`config.mk`:
```
export PLATFORM = sky130hd
export DESIGN_NAME = f_fetch_unit
export DESIGN_NICKNAME = d
export VERILOG_FILES = /design/src/rtl/f_fetch_unit.sv
export SDC_FILE = /design/constraint.sdc
export NUM_CORES = 1
export LEC_CHECK = 0
export BUFFER_PORTS_ARGS = -buffer_cell sky130_fd_sc_hd__clkbuf_2
export CAP_MARGIN = 20
export CELL_PAD_IN_SITES_DETAIL_PLACEMENT = 1
export CELL_PAD_IN_SITES_GLOBAL_PLACEMENT = 1
export CORE_ASPECT_RATIO = 0.75
export CORE_MARGIN = 1
export CORE_UTILIZATION = 28
export CTS_CLUSTER_DIAMETER = 200
export CTS_CLUSTER_SIZE = 14
export DETAILED_ROUTE_END_ITERATION = 8
export HOLD_SLACK_MARGIN = 0.03
export MAX_ROUTING_LAYER = met4
export PLACE_DENSITY_LB_ADDON = 0.08
export SLEW_MARGIN = 20
export SYNTH_ARGS = -nofsm -noshare
export SYNTH_HDL_FRONTEND = slang
export SYNTH_SLANG_ARGS = --single-unit
```
`constraint.sdc`:
```
create_clock -name clk -period 2.8 [get_ports clk]
set_clock_uncertainty 0.15 [all_clocks]
set_input_delay 0.28 -clock clk [delete_from_list [all_inputs] [get_ports clk]]
set_output_delay 0.28 -clock clk [all_outputs]
set_load 0.02 [all_outputs]
```
`src/rtl/f_fetch_unit.sv`:
```
`default_nettype none
// ============================================================================
// Module   : f_fetch_unit
// Function : Fetch-stage PC register, next-PC select, AdEL detection, F outputs
// Revision : 1.0
// ============================================================================
module f_fetch_unit #(
  parameter logic [31:0] RESET_PC   = 32'h0000_3000,
  parameter logic [31:0] HANDLER_PC = 32'h0000_4180,
  parameter logic [31:0] IMEM_LO    = 32'h0000_3000,
  parameter logic [31:0] IMEM_HI    = 32'h0000_6ffc
) (
  input  logic        clk,
  input  logic        reset,
  input  logic        stall,
  input  logic        BUSY,
  input  logic        start,
  input  logic        Req,
  input  logic        eret_D,
  input  logic [31:0] EPC,
  input  logic        npc_sel,
  input  logic [31:0] npc_target,
  input  logic        D_is_jump,
  output logic [31:0] i_inst_addr,
  input  logic [31:0] i_inst_rdata,
  output logic [31:0] INSTR_F,
  output logic [31:0] PC4_F,
  output logic [3:0]  F_ExcCode,
  output logic        BD_F
);

  localparam logic [3:0] C_EXC_NONE = 4'd0;
  localparam logic [3:0] C_EXC_ADEL = 4'd4;

  logic [31:0] pc_q;
  logic [31:0] pc_d;
  logic        w_en;
  logic        w_exc_f;

  assign w_en = !(stall | BUSY | start);

  // Req redirects even through a stall; eret outranks a branch/jump.
  always_comb begin
    pc_d = pc_q;
    if (Req) begin
      pc_d = HANDLER_PC;
    end else if (w_en) begin
      if (eret_D) begin
        pc_d = EPC;
      end else if (npc_sel) begin
        pc_d = npc_target;
      end else begin
        pc_d = pc_q + 32'd4;
      end
    end
  end

  always_ff @(posedge clk or negedge reset) begin
    if (!reset) begin
      pc_q <= RESET_PC;
    end else begin
      pc_q <= pc_d;
    end
  end

  assign w_exc_f = (pc_q[1:0] != 2'b00) || (pc_q < IMEM_LO) || (pc_q > IMEM_HI);

  assign i_inst_addr = pc_q;
  assign PC4_F       = pc_q + 32'd4;
  assign F_ExcCode   = w_exc_f ? C_EXC_ADEL : C_EXC_NONE;
  // eret has no delay slot: kill the sequential fetch behind it.
  assign INSTR_F     = (w_exc_f || eret_D) ? 32'd0 : i_inst_rdata;
  assign BD_F        = D_is_jump && !eret_D;

endmodule
`default_nettype wire

```
==> run_results.csv, run 1 <==
group,metric,value,unit
logic_synthesis,netlist.area_leader.share,24.9,%
power,p_per_area,357,mW/mm²
logic_synthesis,yosys.area.top_type,"dfrtp_1",
worst_setup_path,rr_endpoint,"i_inst_addr[30]",
clock_network,h-tree-depth,2,
timing,setup_viol,0,
logic_synthesis,postSynthCellCount,388,
logic_synthesis,syn-cell-area,0.00302,mm²
worst_setup_path,critPathMaxFanout,10,
route,num_vias,3673,
power,power.leakage,2.17,nW
job,max_cap_violations,0,
power,ir_worst_vdd,0.191,mV
global_routing,overflow,0,
hold_path,hold_depth,3,
floorplan,die_w,122,µm
floorplan,die_area,0.0112,mm²
finish,final_core_util,41.3,%
timing,period_minus_slack,2.75,ns
worst_setup_path,rr_startpoint,"i_inst_addr[12]",
timing,setup_ws,0.0538,ns
floorplan,initial_core_util,29.1,%
hold_path,hold_path_class,"in2reg",
route,antenna_left,0,
worst_setup_path,arrival,2.32,ns
global_routing,grt_pass1_wl,20500,µm
route,wl_per_cell,18.3,µm
finish,largest_reg_flops,32,
logic_synthesis,synth_edf_count,0,
placed_design,portBuffers,202,
clock_network,insertion_delay,0.29,ns
finish,layout-drive-gt1-share,42.0,%
worst_setup_path,path_class,"reg2out",
timing,fmax,364,MHz
logic_synthesis,yosysSeqAreaShare,26.6,%
logic_synthesis,yosysWarningCount,0,
route,drt_wl_total,13000,µm
worst_setup_path,reg2reg_depth,5,
timing,relSlewSlack,38.7,%
placed_design,gp_congestion,0.821,
status,status,"completed",
route,first_iter_violations,196,
logic_synthesis,synth_ff_type,"dfrtp_1",
timing,drv_slew,0,
logic_synthesis,ys_ff_latch,32,
logic_synthesis,yosysMostFrequentCell,"nand2_1",
clock_network,cts-root-buf,"clkbuf_16",
worst_setup_path,endpoint_kind,"output pin",
logic_synthesis,synth_common_cells,"40 x nand2_1, 34 x and2_1, 30 x dfrtp_1",
placed_design,post-place-ws,0.287,ns
floorplan,num_io_pins,206,
route,drcViolationCount,0,
clock_network,numCtsBuffers,5,
timing,hold_viol,0,
clock_network,cts.sink_count,32,
hold_path,hold_end,"i_inst_addr[11]",
worst_setup_path,crit_path_start_kind,"flop",
clock_network,clk_path_buf_depth,2,
logic_synthesis,synth_area_per_cell,7.77,µm²
worst_setup_path,required,2.37,ns
floorplan,coreArea,0.0104,mm²
finish,area_growth,42.0,%
global_routing,grt_pass1_vias,3614,
timing,grt_setup_unrepaired,"true",
floorplan,rows,32,
timing,fin_crit_sh,98.1,%
clock_network,cts_tree,"built",
logic_synthesis,async_reset_ff_share,100,%
logic_synthesis,synthTopCellsByArea,"dfrtp_1 25%, and2_1 7.1%, xnor2_1 6.1%",
power,p_total,1.53,mW
worst_setup_path,r2r_slack,0.54,ns
logic_synthesis,ys_types,52,
route,drt-pass1-iter-count,4,
finish,fin_nets,677,
hold_path,min-delay-start,"EPC[11]",
global_routing,gr-usage-all-layers,24.4,%
clock_network,cts.reportedPaths.clkPinSlew,0.05,ns
global_routing,grt_max_degree,33,
floorplan,die_h,91.9,µm
placed_design,hpwlAfterDp,10100,µm
timing,worst_pin_slew,0.919,ns
global_routing,antenna_found_initial,1,
route,vias_per_cell,5.18,
-- worst max-delay path by stage --
stage	start	endpoint	cells after the start
floorplan	i_inst_addr[12]	PC4_F[31]	6
global placement	i_inst_addr[16]	PC4_F[29]	6
detailed placement	i_inst_addr[21]	PC4_F[29]	6
CTS	i_inst_addr[2]	PC4_F[18]	6
global route	i_inst_addr[16]	PC4_F[31]	6
finish	i_inst_addr[16]	PC4_F[31]	6
-- critical path, cell delays in order (launching register included) --
cell and delay, ns:
dfrtp_1 0.57, nand2_1 0.22, nor4_2 0.45, and2_1 0.28
nand3_1 0.15, xnor2_1 0.17, clkbuf_2 0.19
-- timing repair --
item / 4_1_cts / 5_1_grt
gates resized for setup: 1 / 3
endpoints found under the setup margin: 2 / 12
endpoints found under the hold margin: 30 / 0
setup buffers: 0 / 2
hold buffers: 1 / 0
pin swaps: 0 / 2
-- layer usage --
layer / global-route usage, % / share of wire (%) / vias to the layer above
met5: - / 0 / -
met4: 4.73 / 0.85 / 0
met1: 35.8 / 50 / 1791
met2: 35.1 / 44 / 100
li1: - / - / 1772
met3: 3.86 / 4.2 / 10
-- logic make-up (layout without fill, tap and decap cells) --
| group | Yosys count | count (layout) | synth area share [%] |
|---|---|---|---|
| adder cells (fa/ha/maj) | 1 | 1 | 0.415 |
| XOR/XNOR | 29 | 29 | 8.42 |
| AND/OR/NAND/NOR | 173 | 173 | 33.0 |
| other | 1 | 4 | 0.124 |
| buffers and inverters | 48 | 230 | 7.43 |
| flip-flops | 32 | 32 | 26.6 |
| AO/OA/AOI/OAI | 100 | 100 | 22.6 |
| multiplexers | 4 | 4 | 1.33 |
-- where the power goes --
part,switching [mW],internal (mW),total (mW)
Sequential,0.0326,0.477,0.510
Combinational,0.271,0.180,0.451
Clock,0.214,0.355,0.569
-- cells in the final DEF, fill, tap and decap left out, types with 2 or more instances in the layout --
cell type,count
o22ai_1,2
and3_1,8
nor4_2,3
nand2_1,40
xnor2_1,21
clkbuf_16,5
inv_1,6
or2_2,3
o21a_1,2
a31oi_1,2
nor2_1,23
a22o_1,14
o311ai_1,4
nand4_4,2
and2_1,34
o311ai_0,4
buf_4,13
nor4_1,6
a21oi_1,19
nand3_1,21
a22oi_1,9
nand4_1,5
dfrtp_1,30
dfstp_2,2
nor4_4,4
a41oi_1,2
o32a_1,3
conb_1,3
xor2_1,8
or3_1,2
or4_1,2
clkbuf_1,2
a221o_1,2
o21ai_0,28
nor2b_1,3
nor3_1,11
mux2i_1,4
clkbuf_2,202
-- through the flow --
step                      instances  hold WS, ns  instance area (µm²)  setup TNS [ns]
after global routing            709        0.143                 4280           -1.15
after global placement          697        0.311                 4090               0
after floorplan                 390       -0.166                 3020               0
after detailed placement        697        0.312                 4090               0
final                           709        0.110                 4280               0
after CTS                       706        0.108                 4250               0
-- final cells by class --
type,instances,area [µm²]
Tap cell,136,170
Clock buffer,8,146
Fill cell,1342,6090
Timing Repair Buffer,216,1120
Antenna cell,1,2.50
Inverter,6,22.5
Sequential cell,32,803
Multi-Input combinational cell,310,2020
Power figures use the tool's default switching activity.
==> run 2, diff against run 1 <==
==> constraint.sdc (replaced) <==
create_clock -name clk -period 2.8 [get_ports clk]
set_clock_uncertainty 0.15 [all_clocks]
set_input_delay 0.14 -clock clk [delete_from_list [all_inputs] [get_ports clk]]
set_output_delay 0.14 -clock clk [all_outputs]
set_load 0.02 [all_outputs]
==> run 2 against run 1 <==
Non-clock buffer count rose by 6. Register-to-register slack got worse by 0.20 ns. Clock power rose by 4.0%. First-iteration DRC count fell by 4.1%. Wire length fell by 1.1%. Worst hold slack got worse by 0.085 ns. Design area rose by 1.7%. Sequential share of layout area fell by 0.31 points. Critical endpoint is now PC4_F[21].
==> run_results.csv, run 2 (synthesis results as in run 1) <==
group,metric,value,unit
status,status,"completed",
worst_setup_path,reg2reg_depth,6,
worst_setup_path,path_cells,"nand4_4, nor3_1, and2_1, nand3_1, xnor2_1, clkbuf_2",
timing,setup_viol,0,
worst_setup_path,path_class,"reg2out",
global_routing,grt_pass1_wl,20100,µm
worst_setup_path,rr_startpoint,"i_inst_addr[5]",
finish,final_core_util,42.0,%
timing,period_minus_slack,2.57,ns
placed_design,gp_congestion,0.826,
power,p_per_area,358,mW/mm²
timing,grt_setup_unrepaired,"false",
worst_setup_path,rr_endpoint,"i_inst_addr[11]",
global_routing,grt_pass1_vias,3701,
floorplan,die_w,122,µm
worst_setup_path,endpoint_kind,"output pin",
power,power.leakage,2.21,nW
worst_setup_path,timing.critical_path.buf_inv,1,
timing,setup_ws,0.232,ns
timing,fin_crit_sh,91.7,%
power,p_seq_share,32.7,%
floorplan,coreArea,0.0104,mm²
floorplan,rows,32,
worst_setup_path,max_stage_delay,0.65,ns
hold_path,hold_end,"i_inst_addr[0]",
placed_design,post-place-ws,0.381,ns
global_routing,antenna_found_initial,0,
timing,fmax,389,MHz
finish,final_common_cell,"clkbuf_2",
finish,diodes,0,
route,vias_per_cell,5.22,
power,ir_worst_vdd,0.238,mV
worst_setup_path,required,2.51,ns
worst_setup_path,arrival,2.28,ns
route,drt_wl_total,12900,µm
finish,fill_cells,1346,
worst_setup_path,cp_slowest_cell,"dfstp_2",
clock_network,clk_path_buf_depth,2,
timing,hold_viol,0,
route,wl_per_cell,18.0,µm
global_routing,overflow,0,
floorplan,num_io_pins,206,
worst_setup_path,r2r_slack,0.34,ns
route,drt-pass1-iter-count,4,
timing,drv_slew,0,
floorplan,die_h,91.9,µm
clock_network,insertion_delay,0.28,ns
finish,final_cell_mix,"202 x clkbuf_2, 40 x nand2_1, 34 x and2_1",
timing,worst_pin_slew,0.926,ns
finish,area_growth,44.4,%
power,power_frac_clock,38.0,%
power,pwr-share-comb,29.3,%
job,max_cap_violations,0,
placed_design,portBuffers,202,
clock_network,cts-root-buf,"clkbuf_16",
timing,relSlewSlack,38.3,%
floorplan,initial_core_util,29.1,%
floorplan,die_area,0.0112,mm²
route,drcViolationCount,0,
clock_network,cts.sink_count,32,
route,first_iter_violations,188,
power,p_sw_share,33.0,%
placed_design,hpwlAfterDp,9950,µm
hold_path,hold_depth,3,
clock_network,h-tree-depth,2,
global_routing,gr-usage-all-layers,24.0,%
global_routing,grt_max_degree,33,
power,p_int,1.04,mW
finish,largest_reg_flops,32,
worst_setup_path,critPathTopFamily,"simple AND/OR/NAND/NOR gates",
clock_network,cts_tree,"built",
timing,setup_tns,0,ns
hold_path,hold_path_class,"in2reg",
clock_network,numCtsBuffers,5,
finish,fin_nets,683,
hold_path,min-delay-start,"npc_target[0]",
worst_setup_path,crit_path_start_kind,"flop",
finish,layout-drive-gt1-share,41.0,%
route,antenna_left,0,
power,p_switching,515,µW
clock_network,postCtsSetupRepairBufs,0,
clock_network,cts.reportedPaths.clkPinSlew,0.06,ns
worst_setup_path,critPathMaxFanout,9,
route,num_vias,3724,
==> run 2: cell types whose count changed in the layout (fill, tap and decap cells not counted) <==
cell	before	now
dlygate4sd3_1	1	10
buf_4	13	10
clkbuf_1	2	1
clkbuf_8	1	2
diode_2	1	0
ha_1	0	1
ha_2	1	0
==> run 2: per-layer routing <==
| layer | track usage [%] | up-vias | wire length [µm] |
|---|---|---|---|
| met5 | - | - | 0 |
| met4 | 7.00 | 0 | 188 |
| met1 | 34.1 | 1794 | 6180 |
| met2 | 35.0 | 132 | 5790 |
| li1 | - | 1782 | - |
| met3 | 3.42 | 16 | 702 |
==> run 2: cell type report <==
cell class / instances / area [µm²] / share of cell area [%]
Sequential cell: 32 / 803 / 18.4
Tap cell: 136 / 170 / 3.91
Timing Repair Buffer: 222 / 1190 / 27.2
Clock buffer: 8 / 156 / 3.59
Inverter: 6 / 22.5 / 0.517
Multi-Input combinational cell: 310 / 2020 / 46.3
==> run 2: how the worst max path moves through the flow <==
stage	from	endpoint	slack (ns)	cells after the start
after floorplan	i_inst_addr[12]	PC4_F[31]	0.57	6
after global placement	i_inst_addr[12]	PC4_F[29]	0.50	6
after detailed placement	i_inst_addr[12]	PC4_F[29]	0.38	6
after CTS	i_inst_addr[12]	PC4_F[29]	0.07	6
after global routing	i_inst_addr[16]	PC4_F[31]	0.04	6
final	i_inst_addr[12]	PC4_F[21]	0.23	6
==> run 2: power groups by stage <==
stage          Sequential, mW  Clock [mW]  Combinational [mW]
2_1_floorplan           0.517           0               0.254
3_3_place_gp            0.516           0               0.445
3_5_place_dp            0.517           0               0.451
4_1_cts                 0.509       0.607               0.463
5_1_grt                 0.513       0.628               0.497
6_report                0.510       0.592               0.457
==> run 2: timing repair <==
item / in CTS / in global routing
setup endpoints to repair: 0 / 3
hold buffers: 10 / 0
endpoints found under the hold margin: 36 / 0
gates resized for setup: 0 / 3
==> run 2: worst register-to-register path: cells and delay by family, from the launching register on <==
kind | cells | cell delay, ns
xor gates and xnor gates | 1 | 0.23
buffers and inverters | 1 | 0.57
muxes | 1 | 0.10
and+or+nand+nor | 2 | 0.64
AOI/OAI and AO/OA | 1 | 0.18
DFF | 1 | 0.53
==> run 2: stage by stage <==
stage / total power [mW] / area, µm² / std cells / hold WS (ns)
global placement: 0.961 / 4080 / 696 / 0.174
detailed placement: 0.968 / 4080 / 696 / 0.177
finish: 1.56 / 4350 / 714 / 0.0245
floorplan: 0.771 / 3020 / 390 / -0.306
global route: 1.64 / 4350 / 714 / 0.0413
CTS: 1.58 / 4340 / 714 / 0.0311
==> run 3, diff against run 2 <==
--- a/config.mk
+++ b/config.mk
@@ -11,13 +11,15 @@
 export CELL_PAD_IN_SITES_GLOBAL_PLACEMENT = 1
 export CORE_ASPECT_RATIO = 0.75
 export CORE_MARGIN = 1
-export CORE_UTILIZATION = 28
+export CORE_UTILIZATION = 29
+export CTS_BUF_LIST = sky130_fd_sc_hd__clkbuf_4
 export CTS_CLUSTER_DIAMETER = 200
 export CTS_CLUSTER_SIZE = 14
 export DETAILED_ROUTE_END_ITERATION = 8
 export HOLD_SLACK_MARGIN = 0.03
 export MAX_ROUTING_LAYER = met4
 export PLACE_DENSITY_LB_ADDON = 0.08
+export RECOVER_POWER = 100
 export SLEW_MARGIN = 20
 export SYNTH_ARGS = -nofsm -noshare
 export SYNTH_HDL_FRONTEND = slang
==> run 3 against run 2 <==
The run now ends with capacitance limit, slew limit left. Largest cell class unchanged. Critical path depth stayed put. Sequential power hardly changed. Total power is 17% lower. Critical path type unchanged. Setup slack worse by 0.074 ns. Flip-flop and latch count stayed put. Fmax is 2.8% lower. Core utilization is 4.1 points higher. Design area is 4.8% higher. Wire length is 0.88% higher. Highest routed layer unchanged. Cell count is 4.2% higher.
==> run_results.csv, run 3 (synthesis results as in run 1) <==
group,metric,value,unit
status,status,"finished, violations left",
status,violations,"capacitance limit, slew limit",
global_routing,overflow,0,
power,p_seq_share,39.4,%
global_routing,antenna_found_initial,0,
clock_network,cts-root-buf,"clkbuf_4",
worst_setup_path,endpoint_kind,"output pin",
power,p_switching,484,µW
clock_network,h-tree-depth,2,
worst_setup_path,path_class,"reg2out",
worst_setup_path,required,2.51,ns
floorplan,initial_core_util,30.5,%
global_routing,grt_max_degree,35,
placed_design,post-place-ws,0.408,ns
placed_design,portBuffers,202,
placed_design,place_area,0.00410,mm²
finish,final_cell_mix,"174 x clkbuf_2, 41 x dlygate4sd3_1, 40 x nand2_1",
finish,area_growth,51.3,%
placed_design,gp_congestion,0.861,
floorplan,die_w,120,µm
clock_network,numCtsBuffers,5,
power,p_sw_share,37.4,%
power,p_total,1.29,mW
timing,period_minus_slack,2.64,ns
floorplan,die_area,0.0108,mm²
route,first_iter_violations,179,
timing,hold_viol,0,
clock_network,clk_path_buf_depth,2,
worst_setup_path,timing.critical_path.buf_inv,1,
route,drt_wl_total,13000,µm
job,max_cap_violations,1,
timing,drv_slew,33,
route,wl_per_cell,17.4,µm
floorplan,coreArea,0.00989,mm²
timing,relSlewSlack,-23.9,%
hold_path,hold_path_class,"in2reg",
power,p_int,810,µW
floorplan,die_h,90.3,µm
floorplan,rows,31,
route,drt-pass1-iter-count,4,
route,num_vias,3818,
finish,largest_reg_flops,32,
clock_network,cts.sink_count,32,
clock_network,insertion_delay,0.35,ns
clock_network,postCtsSetupRepairBufs,0,
timing,fin_crit_sh,94.4,%
worst_setup_path,path_cells,"nand4_4, nor3_1, and2_1, nand3_1, xnor2_1, clkbuf_2",
worst_setup_path,critPathTopFamily,"simple AND/OR/NAND/NOR gates",
finish,final_common_cell,"clkbuf_2",
timing,setup_ws,0.158,ns
timing,setup_tns,0,ns
power,power_frac_clock,22.4,%
power,power.leakage,2.21,nW
global_routing,gr-usage-all-layers,24.9,%
power,ir_worst_vdd,0.111,mV
global_routing,grt_pass1_wl,20900,µm
finish,layout-drive-gt1-share,35.1,%
floorplan,num_io_pins,206,
clock_network,cts.reportedPaths.clkPinSlew,0.11,ns
finish,diodes,0,
timing,fmax,378,MHz
route,drcViolationCount,0,
worst_setup_path,critPathMaxFanout,9,
worst_setup_path,cp_slowest_cell,"dfstp_2",
clock_network,cts_tree,"built",
timing,worst_pin_slew,1.86,ns
finish,final_cell_area,0.00456,mm²
finish,fin_nets,717,
route,antenna_left,0,
placed_design,hpwlAfterDp,9860,µm
power,pwr-share-comb,38.2,%
timing,grt_setup_unrepaired,"true",
timing,setup_viol,0,
power,p_per_area,284,mW/mm²
finish,final_core_util,46.1,%
worst_setup_path,max_stage_delay,0.67,ns
route,vias_per_cell,5.13,
worst_setup_path,crit_path_start_kind,"flop",
global_routing,grt_pass1_vias,3918,
worst_setup_path,arrival,2.35,ns
run 3: cell count changes in the layout (fill, tap and decap cells not counted), sizes merged:
cell / change
buf: +2
clkinv: +1
dlygate4sd3: +31
run 3: cell type report:
type	count	area (µm²)
Clock buffer	7	52.6
Clock inverter	1	3.75
Fill cell	1312	5330
Inverter	6	22.5
Multi-Input combinational cell	310	2030
Sequential cell	32	807
Tap cell	132	165
Timing Repair Buffer	256	1480
run 3: final timing paths:
| check | slack, ns | startpoint | depth (start not counted) | endpoint |
|---|---|---|---|---|
| min | 0.04 | npc_target[27] | 4 | i_inst_addr[27] |
| min in group asynchronous | 0.67 | reset | 2 | i_inst_addr[11] |
| max | 0.16 | i_inst_addr[12] | 6 | PC4_F[21] |
| min reg2reg | 0.42 | i_inst_addr[0] | 2 | i_inst_addr[0] |
| max reg2reg | 0.22 | i_inst_addr[4] | 7 | i_inst_addr[11] |
| max in group asynchronous | 0.62 | reset | 2 | i_inst_addr[19] |
run 3: power by group through the flow:
stage	combinational [mW]	sequential, mW	clock, mW
floorplan	0.254	0.517	0
global placement	0.445	0.515	0
detailed placement	0.450	0.517	0
CTS	0.501	0.508	0.302
global route	0.539	0.513	0.320
finish	0.495	0.510	0.290
run 3: stage by stage:
stage          hold slack, ns  std cells
5_1_grt                0.0433        744
3_5_place_dp            0.159        695
4_1_cts                0.0339        744
6_report               0.0387        744
2_1_floorplan          -0.306        390
3_3_place_gp            0.163        695
run 3: tightest hold or removal path: stages:
cell      delay [ns]
clkbuf_2        0.08
a22oi_1         0.06
nor2_1          0.11
a211o_1         0.11
run 3: timing repair:
item,CTS,global route
endpoints found under the hold margin,54,0
resized for setup,0,8
setup endpoints to repair,0,29
hold buffers,41,0
run 3: per-layer routing:
| metal | wire length, µm | global-route usage [%] | vias up |
|---|---|---|---|
| li1 | - | - | 1838 |
| met1 | 6400 | 34.8 | 1861 |
| met2 | 5900 | 38.7 | 105 |
| met3 | 521 | 3.09 | 14 |
| met4 | 147 | 4.79 | 0 |
| met5 | 0 | - | - |
